[config.mk]
export PLATFORM = sky130hd
export DESIGN_NAME = fetch_unit
export DESIGN_NICKNAME = d
export VERILOG_FILES = /design/src/rtl/cpu_pkg.sv /design/src/rtl/fetch_pc_reg.sv /design/src/rtl/fetch_unit.sv
export SDC_FILE = /design/constraint.sdc
export NUM_CORES = 1
export LEC_CHECK = 0
export ABC_AREA = 1
export BUFFER_PORTS_ARGS = -buffer_cell sky130_fd_sc_hd__buf_2
export CAP_MARGIN = 0
export CELL_PAD_IN_SITES_DETAIL_PLACEMENT = 0
export CELL_PAD_IN_SITES_GLOBAL_PLACEMENT = 2
export CORE_MARGIN = 5
export CORE_UTILIZATION = 27
export CTS_CLUSTER_SIZE = 10
export DETAILED_ROUTE_END_ITERATION = 8
export GPL_TIMING_DRIVEN = 0
export PLACE_DENSITY_LB_ADDON = 0.1
export SYNTH_ARGS = -nofsm -noshare
export SYNTH_HDL_FRONTEND = slang
export SYNTH_SLANG_ARGS = --single-unit
[constraint.sdc]
create_clock -name clk -period 2.4 [get_ports clk]
set_input_delay 0.12 -clock clk [delete_from_list [all_inputs] [get_ports clk]]
set_output_delay 0.12 -clock clk [all_outputs]
set_load 0.02 [all_outputs]
[src/rtl/cpu_pkg.sv]
// Shared definitions for the accumulator CPU: opcode encodings, IR reset value
// and the fetch FSM state type.
package cpu_pkg;

  localparam logic [1:0] OP_LOAD  = 2'b00;
  localparam logic [1:0] OP_ADD   = 2'b01;
  localparam logic [1:0] OP_STORE = 2'b10;
  localparam logic [1:0] OP_PASS  = 2'b11;

  // PASS opcode with a zero operand: harmless if executed before the first fetch.
  localparam logic [7:0] IR_RESET_DEFAULT = 8'hC0;

  typedef enum logic [1:0] {
    IDLE = 2'd0,
    REQ  = 2'd1,
    WAIT = 2'd2,
    ERR  = 2'd3
  } fetch_state_t;

  function automatic logic [1:0] ir_opcode(input logic [7:0] i_ir);
    return i_ir[7:6];
  endfunction

endpackage

[src/rtl/fetch_pc_reg.sv]
// Program counter register: load has priority over increment, increment wraps
// modulo 2^AW. Shared with the datapath.
module fetch_pc_reg #(
  parameter int AW = 8
) (
  input  logic          i_clk,
  input  logic          i_reset,
  input  logic          i_ld,
  input  logic          i_inc,
  input  logic [AW-1:0] i_d,
  output logic [AW-1:0] o_q
);

  logic [AW-1:0] r_q;

  always_ff @(posedge i_clk) begin
    if (i_reset) begin
      r_q <= '0;
    end else if (i_ld) begin
      r_q <= i_d;
    end else if (i_inc) begin
      r_q <= r_q + AW'(1);
    end
  end

  assign o_q = r_q;

endmodule

[src/rtl/fetch_unit.sv]
// Instruction fetch: owns the PC, issues one outstanding read, latches IR.
// Define FETCH_TIMEOUT_EN to enable the WAIT-state timeout and sticky fetch_err.
module fetch_unit
  import cpu_pkg::*;
#(
  parameter int         AW       = 8,
  parameter logic [7:0] IR_RESET = IR_RESET_DEFAULT,
  parameter int         TIMEOUT  = 16
) (
  input  logic          clk,
  input  logic          reset,
  input  logic          ld_ir,
  input  logic          ld_pc,
  input  logic          inc_pc,
  input  logic [AW-1:0] jmp_addr,
  output logic          mem_rd_req,
  output logic [AW-1:0] mem_addr,
  input  logic [7:0]    mem_rdata,
  input  logic          mem_rvalid,
  output logic [7:0]    ir,
  output logic          ir_valid,
  output logic [AW-1:0] pc,
  output logic          fetch_busy,
  output logic          fetch_err,
  output fetch_state_t  dbg_state
);

  // Handshake: mem_rd_req is a one-cycle strobe with mem_addr stable alongside it;
  // the memory answers with one mem_rvalid strobe per request, in order, no backpressure.

  fetch_state_t  r_state;
  logic          r_mem_rd_req;
  logic [AW-1:0] r_mem_addr;
  logic [7:0]    r_ir;
  logic          r_ir_valid;
  logic          r_busy;
  logic [AW-1:0] w_pc;

  fetch_pc_reg #(.AW(AW)) u_pc (
    .i_clk   (clk),
    .i_reset (reset),
    .i_ld    (ld_pc),
    .i_inc   (inc_pc),
    .i_d     (jmp_addr),
    .o_q     (w_pc)
  );

`ifdef FETCH_TIMEOUT_EN
  localparam int CW = (TIMEOUT > 1) ? $clog2(TIMEOUT) : 1;
  logic [CW-1:0] r_cnt;
  logic          r_err;
`else
  logic w_unused_timeout;
  assign w_unused_timeout = (TIMEOUT == 0);
`endif

  always_ff @(posedge clk) begin
    if (reset) begin
      r_state      <= IDLE;
      r_mem_rd_req <= 1'b0;
      r_mem_addr   <= '0;
      r_ir         <= IR_RESET;
      r_ir_valid   <= 1'b0;
      r_busy       <= 1'b0;
`ifdef FETCH_TIMEOUT_EN
      r_cnt        <= '0;
      r_err        <= 1'b0;
`endif
    end else begin
      r_mem_rd_req <= 1'b0;
      r_ir_valid   <= 1'b0;
      case (r_state)
        IDLE: begin
          // w_pc is the pre-update value, so a coincident ld_pc/inc_pc is not seen here.
          if (ld_ir) begin
            r_state    <= REQ;
            r_mem_addr <= w_pc;
            r_busy     <= 1'b1;
          end
        end
        REQ: begin
          r_mem_rd_req <= 1'b1;
          r_state      <= WAIT;
`ifdef FETCH_TIMEOUT_EN
          r_cnt        <= '0;
`endif
        end
        WAIT: begin
          if (mem_rvalid) begin
            r_ir       <= mem_rdata;
            r_ir_valid <= 1'b1;
            r_busy     <= 1'b0;
            r_state    <= IDLE;
          end
`ifdef FETCH_TIMEOUT_EN
          else if (r_cnt == CW'(TIMEOUT - 1)) begin
            r_state <= ERR;
            r_busy  <= 1'b0;
            r_err   <= 1'b1;
          end else begin
            r_cnt <= r_cnt + CW'(1);
          end
`endif
        end
        ERR: begin
          r_state <= ERR;
        end
        default: begin
          r_state <= IDLE;
        end
      endcase
    end
  end

  assign mem_rd_req = r_mem_rd_req;
  assign mem_addr   = r_mem_addr;
  assign ir         = r_ir;
  assign ir_valid   = r_ir_valid;
  assign pc         = w_pc;
  assign fetch_busy = r_busy;
  assign dbg_state  = r_state;
`ifdef FETCH_TIMEOUT_EN
  assign fetch_err  = r_err;
`else
  assign fetch_err  = 1'b0;
`endif

endmodule

# Yosys cells after proc, flatten, opt, wreduce, memory -nomap -nowiden

Cells that the tools add are included.

Bits in writable memories: 0
Bits in latches: 0
Output and inout port bits: 30
Input port bits: 22
Memories: 0
Register bits after elaboration: 29
Bits in read-only memories: 0
Word-level logic and storage cells: 32

$mul: 0
Multiplexer cells: 10
Bitwise gates (word level): 1
$add $sub $neg: 1
$lt $le $gt $ge: 0
Equal/unequal tests: 5
Divide/modulo/power cells: 0
Shift-type cells: 0
Reduce and logical (&&, ||, !) cells: 8

Operators with widths:

| cell                                                            | count |
|---|---|
| 8-bit two-way mux                                               | 2 |
| 8-bit by 1-bit adder with 8-bit output, second input constant   | 1 |
| 2-bit case mux with 4 select lines                              | 1 |
| 2-bit AND reduction                                             | 3 |
| 2-bit == test, second input constant                            | 2 |
| 1-bit two-way mux                                               | 4 |
| 2-bit two-way mux                                               | 2 |
| 2-bit inequality test, second input constant                    | 2 |
| 2-bit nonzero test                                              | 2 |
| 3-bit AND reduction                                             | 1 |
| 2-bit by 1-bit == test with 1-bit output, second input constant | 1 |
| 2-bit logical NOT                                               | 1 |
| 1-bit case mux with 2 select lines                              | 1 |
| 2-bit OR reduction                                              | 1 |
| 1-bit inverter                                                  | 1 |

# Depth between registers and ports, before layout

Gate-level depths: netlist (run 1).

Depth after elaboration: 3
Gate-level depth with buffers: 8
Depth with buffers taken out: 8

# Cells and area by module

Synthesis (run 1) repeated with hierarchy kept, for this count alone.

Cell total of the unflattened synthesis: 175
Area, all modules: 1315.0 µm²

By module, submodules not included:

| module       | seq. area each (µm²) | times used | area an instance (µm²) | cells each |
|---|---|---|---|---|
| fetch_unit   | 420.4                | 1          | 825.8                  | 105 |
| fetch_pc_reg | 160.2                | 1          | 489.2                  | 70 |

# Worst setup path after synthesis (run 1)

No wires, ideal clock.

Path kind: register to register
Start: reg r_state[0] (netlist: dbg_state[0])
End: reg r_mem_addr[4] (netlist: mem_addr[4])
Period minus slack after synthesis: 1.392 ns
Arrival time: 1.273 ns
Buffers on the path: 1
Setup time: 0.119 ns
Required time: 2.281 ns
Setup slack: 1.008 ns
Cell stages (with the launch flop): 8
Cell sequence: dfxtp_1 inv_1 ha_1 nand2_1 inv_2 buf_2 o21ai_1 a21oi_1

Longest elaborated chain between the ends: 2

Ends and longest elaborated chain:

| item                                 | RTL line         | text |
|---|---|---|
| from (decl)                          | fetch_unit.sv:31 | `fetch_state_t r_state;` |
| from (signal assigned)               | fetch_unit.sv:59 | `r_state <= IDLE;` |
| from (signal assigned)               | fetch_unit.sv:76 | `r_state <= REQ;` |
| from (signal assigned)               | fetch_unit.sv:83 | `r_state <= WAIT;` |
| 2-bit logical NOT                    | fetch_unit.sv:72 | `case (r_state)` |
| 2-bit AND reduction (no source line) | n/a              |  |
| to (signal assigned)                 | fetch_unit.sv:77 | `r_mem_addr <= w_pc;` |
| to (decl)                            | fetch_unit.sv:33 | `logic [AW-1:0] r_mem_addr;` |

Every way passes these cells.
A chain may end at the register's enable or synchronous reset.

# Final worst setup path (run 1)

Ends and elaborated chain as after synthesis.

==> flow_summary.toml, run 1 <==
[drt]
routed_via_density = 4.51
wl_met2_um = 1510
wl_per_cell_um = 12.5
antenna_left = 0
wirelength_um = 3460
wl_met3_um = 235
drtPass1Iterations = 4
route.layer.met1.wl_um = 1680
highest_layer = "met4"
vias = 1244
dr.first_iter.drc_count = 36
drc = 0

[synth]
yosysUniqueCellTypes = 22
synth-seq-cells = 29
syn_nets = 194
syn_area_per_cell_um2 = 7.73
synth_top_area_share_pct = 45.2
ys.flop_type = "dfxtp_1"
synth_cells = 166
ys_top_cells_by_area = "dfxtp_1, nand2_1, nor2_1"
synth.cell_area_mm2 = 0.00128
yosys_warnings = 0
async_reset_ff_share_pct = 0
synth_edf_count = 0
synth_top_cell_by_area = "dfxtp_1"
synth_seq_area_share_pct = 45.2

[global_route]
grt-ovfl-total = 0
globalRouteTotalUtil_pct = 12.0
antenna_found_initial = 0
grt_max_degree = 11
grt_pass1_wl_um = 5850
grt_pass1_vias = 1244

[power_and_ir_drop]
leakage_nw = 0.833
irDropWorstVdd_uv = 441
power_density_mw_per_mm2 = 951
p_total_mw = 1.61

[layout]
multi_input_area_um2 = 593
design_area_mm2 = 0.00169
n_antenna_cell = 0
area_growth_pct = 31.9
drive_gt1_share_pct = 33.8
n_fill_cell = 502
seq_area_um2 = 581
finalNetCount = 249

[worst_setup_path]
reg2reg_slack_ns = 0.99
endpoint_kind = "register"
crit_fanout = 10
cp_slowest_stage_delay_ns = 0.39
cp_cell_sequence = "inv_1 -> ha_1 -> nand2_1 -> inv_2 -> buf_2 -> o21ai_1 -> a21oi_1"
crit_required_ns = 2.56
worst_setup_path_start_kind = "register"
path_buf_inv = 3
slowest_stage = "dfxtp_1"
critical_path.top_delay_family = "flip-flops"
cp_data_arrival_time_ns = 1.57
worstSetupPathType = "reg2reg"

[place]
dp_hpwl_um = 2720
gp_congestion = 0.693
port_buffers = 48
dpl-instance-area_mm2 = 0.00159
place_ws_ns = 0.985

[clock_network]
clkTransAtPathRegs_ns = 0.07
postCtsSetupBuffers = 0
cts_hold_buf = 0
clockBufferDepth = 2
numCtsBuffers = 5
postCtsResizedCells = 0
insertion_delay_ns = 0.28
htreeDepth = 2
cts_tree = "built"
cts_sinks = 29
clock-root-buffer = "clkbuf_8"

[die]
die_w_um = 79.0
dieArea_mm2 = 0.00623
start_util_pct = 27.5
ios = 52
fp.dieH_um = 79.0
rows = 25
core_area_mm2 = 0.00466

[sta]
rsz0062_at_grt = "no"
setup_ws_ns = 0.993
clock.fmax_mhz = 711
whs_ns = 0.0504
setup_tns_ns = 0
hold_viol_final = 0
period_share_pct = 58.6
finClkSkew_ns = 0.00698
setup_viol = 0
drv_slew = 0
period_minus_slack_ns = 1.41

[min_path]
hp-class = "in2reg"

[run]
cap_violations = 0

[status]
status = "complete, no violations"
## synthesized netlist by cell type, types with 4 or more instances
cell type,count
nand2_1,22
inv_2,5
ha_1,6
buf_2,4
o21ai_0,8
inv_1,15
a21oi_1,13
nor2_1,21
nand3_1,9
o21ai_1,14
a22oi_1,6
dfxtp_1,29
## routing by layer
layer | global-route usage (%) | vias up
li1 | - | 653
met1 | 15.4 | 553
met2 | 18.4 | 33
met3 | 4.76 | 5
met4 | 3.61 | 0
met5 | 0 | -
## final timing paths
kind	start	to	cells after the start
setup / recovery	dbg_state[0]$_SDFFE_PP0P_	mem_addr[4]$_SDFFE_PP0P_	7
hold / removal	mem_rdata[7]	ir[7]$_SDFFE_PP1P_	3
setup reg to reg	dbg_state[0]$_SDFFE_PP0P_	mem_addr[4]$_SDFFE_PP0P_	7
hold reg to reg	ir[6]$_SDFFE_PP1P_	ir[6]$_SDFFE_PP1P_	2
## worst register-to-register path, stage by stage, from the launching register on
cell,delay (ns)
dfxtp_1,0.39
inv_1,0.11
ha_1,0.23
nand2_1,0.11
inv_2,0.08
buf_2,0.19
o21ai_1,0.14
a21oi_1,0.05
## flip-flops by register name, indices dropped and copies added, names as in the netlist
name and count:
ir 8, mem_addr 8, u_pc.o_q 8, dbg_state 2, fetch_busy 1, ir_valid 1
mem_rd_req 1
## metrics by stage
stage	util [%]	instances
floorplan	-	166
global placement	34.1	268
detailed placement	34.1	268
CTS	36.3	276
global route	36.3	276
finish	36.3	276
## kinds of logic (layout without fill, tap and decap cells)
group / after synthesis / in the layout / synth area share, %
flip-flops: 29 / 29 / 45.2
AO/OA/AOI/OAI: 45 / 45 / 19.7
XOR/XNOR: 1 / 1 / 0.682
other: 1 / 1 / 0.292
AND/OR/NAND/NOR: 58 / 58 / 19.7
buffers and inverters: 26 / 82 / 8.58
adder cells (fa/ha/maj): 6 / 6 / 5.85
## power breakdown
| part | switching (mW) | internal, mW |
|---|---|---|
| logic | 0.346 | 0.182 |
| registers | 0.0616 | 0.578 |
| clock network | 0.183 | 0.259 |
| total | 0.591 | 1.02 |
## final cells by class
type	instances	share of cell area, %
plain buffers	6	2.07
clock inverters	1	0.296
inverters	20	4.43
well taps	54	3.99
clock buffers	7	5.69
repair buffers	48	14.2
multi-input cells	111	35.0
flip-flops and latches	29	34.3
## cells in the final DEF (no fill, tap or decap), drive strengths merged
master / netlist / final
buf: 6 / 54
nand3: 10 / 10
nor2: 24 / 24
nand2: 24 / 24
conb: 1 / 1
inv: 20 / 20
a22oi: 6 / 6
clkbuf: 0 / 7
xor2: 1 / 1
dfxtp: 29 / 29
o211ai: 1 / 1
a211oi: 1 / 1
a21oi: 15 / 15
o21ai: 22 / 22
clkinv: 0 / 1
ha: 6 / 6
(Power assumes the default switching activity.)
==> inputs of run 2 (changes only) <==
--- a/config.mk
+++ b/config.mk
@@ -11,7 +11,7 @@
 export CELL_PAD_IN_SITES_DETAIL_PLACEMENT = 0
 export CELL_PAD_IN_SITES_GLOBAL_PLACEMENT = 2
 export CORE_MARGIN = 5
-export CORE_UTILIZATION = 27
+export CORE_UTILIZATION = 25
 export CTS_CLUSTER_SIZE = 10
 export DETAILED_ROUTE_END_ITERATION = 8
 export GPL_TIMING_DRIVEN = 0
==> constraint.sdc (replaced) <==
create_clock -name clk -period 1.4 [get_ports clk]
set_input_delay 0.07 -clock clk [delete_from_list [all_inputs] [get_ports clk]]
set_output_delay 0.07 -clock clk [all_outputs]
set_load 0.02 [all_outputs]
==> run 2 against run 1 <==
Sequential share of layout area decreased by 0.33 points. Clock power increased by 51%. Final area increased by 1.8%. Via count increased by 1.4%. Hold slack got worse by 0.022 ns. Cell count increased by 6.5%. Non-clock buffer count increased by 2. Clock skew decreased by 0.0052 ns. Critical endpoint is now mem_addr[5]$_SDFFE_PP0P_. Highest routed layer unchanged.
==> flow_summary.toml, run 2 (synthesis results as in run 1) <==
[global_route]
globalRouteTotalUtil_pct = 11.3
grt-ovfl-total = 0
grt_pass1_wl_um = 5730
antenna_found_initial = 0
grt_max_degree = 11
grt_pass1_vias = 1224

[layout]
final_util_pct = 34.2
finalNetCount = 251
instances_no_fill = 294
area_growth_pct = 34.3
final_common_cell = "buf_2"
drive_gt1_share_pct = 34.8
design_area_mm2 = 0.00172
final_cell_mix = "buf_2, dfxtp_1, nor2_1, nand2_1, o21ai_1"
n_antenna_cell = 0

[drt]
vias = 1261
routed_via_density = 4.29
drtPass1Iterations = 6
wl_per_cell_um = 12.0
drc = 0
antenna_left = 0
dr.first_iter.drc_count = 31
wirelength_um = 3540

[die]
rows = 26
die_w_um = 81.7
dieArea_mm2 = 0.00667
ios = 52
start_util_pct = 25.5
core_area_mm2 = 0.00504
fp.dieH_um = 81.7

[power_and_ir_drop]
power_density_mw_per_mm2 = 1570
p_sw_mw = 1.03
switching_share_pct = 38.0
leakage_nw = 0.833
combinationalPowerShare_pct = 34.0
clkPwrFrac_pct = 24.7
irDropWorstVdd_uv = 605
seqPwrFrac_pct = 41.2
p_int_mw = 1.67

[place]
dp.cells = 284
place_ws_ns = -0.00549
dpl-instance-area_mm2 = 0.00161
port_buffers = 48
dp_hpwl_um = 2720
gp_congestion = 0.730

[worst_setup_path]
crit_fanout = 10
r2r_start = "dbg_state[0]$_SDFFE_PP0P_"
endpoint_kind = "register"
crit_required_ns = 1.61
cp-startpoint = "dbg_state[0]$_SDFFE_PP0P_"
worst_setup_path_start_kind = "register"
worstSetupPathType = "reg2reg"
cp_data_arrival_time_ns = 1.48

[clock_network]
cts_tree = "built"
cts_sinks = 29
htreeDepth = 2
clockBufferDepth = 2
numCtsBuffers = 5
postCtsSetupBuffers = 0
clock-root-buffer = "clkbuf_8"
clkTransAtPathRegs_ns = 0.06
insertion_delay_ns = 0.28

[sta]
setup_viol = 0
clock.fmax_mhz = 788
drv_slew = 0
finClkSkew_ns = 0.00179
setup_ws_ns = 0.131
period_share_pct = 90.6
period_minus_slack_ns = 1.27
setup_tns_ns = 0
hold_viol_final = 0
rsz0062_at_grt = "no"

[min_path]
worstHoldStart = "mem_rdata[5]"
hp-class = "in2reg"

[status]
status = "complete, no violations"

[run]
cap_violations = 0
## run 2: changes by cell type in the layout (fill, tap and decap cells not counted), sizes merged
| cell | change |
|---|---|
| dlygate4sd3 | +2 |
| clkbuf | -1 |
| clkinv | +1 |
## run 2: area by class of cell
| cell class | count | area, µm² |
|---|---|---|
| fillers | 572 | 3320 |
| multi-input cells | 111 | 596 |
| flip-flops and latches | 29 | 586 |
| repair buffers | 50 | 260 |
| well taps | 70 | 87.6 |
| inverters | 20 | 75.1 |
| clock buffers | 6 | 72.6 |
| plain buffers | 6 | 37.5 |
| clock inverters | 2 | 10.0 |
## run 2: path summary, 6_finish.rpt
kind | to | slack, ns | cells after the start
worst max-delay path | mem_addr[5]$_SDFFE_PP0P_ | 0.13 | 7
worst min-delay path | ir[5]$_SDFFE_PP0P_ | 0.03 | 3
worst max register to register | mem_addr[5]$_SDFFE_PP0P_ | 0.13 | 7
worst min register to register | ir[3]$_SDFFE_PP0P_ | 0.47 | 2
## run 2: worst max-delay path: stages, from the launching register on
cell and delay, ns:
dfxtp_4 0.36, inv_1 0.10, ha_1 0.20, nand2_2 0.08, inv_2 0.11, buf_4 0.18, o21ai_1 0.06, a21oi_1 0.12
## run 2: power by group through the flow
stage	logic, mW	registers [mW]	clock network, mW
floorplan	0.411	1.31	0
global placement	0.902	1.12	0
detailed placement	0.914	1.12	0
CTS	0.922	1.11	0.705
global route	1.05	1.14	0.729
finish	0.919	1.11	0.668
## run 2: routing by layer
metal	wire, µm	track usage, %	vias to the layer above
met4	44	3.49	0
met3	207	3.95	5
met1	1720	14.9	564
met2	1560	17.2	33
met5	0	0	-
li1	-	-	659
## run 2: metrics by stage
| step | total power [mW] | hold WS (ns) |
|---|---|---|
| 2_1_floorplan | 1.72 | 0.183 |
| 3_3_place_gp | 2.02 | 0.271 |
| 3_5_place_dp | 2.03 | 0.286 |
| 4_1_cts | 2.74 | 0.0209 |
| 5_1_grt | 2.92 | 0.0426 |
| 6_report | 2.70 | 0.0284 |
## run 2: timing repair
action,4_1_cts,5_1_grt
hold buffers,2,0
gates resized for setup,2,6
endpoints found under the hold margin,2,0
endpoints found under the setup margin,2,8
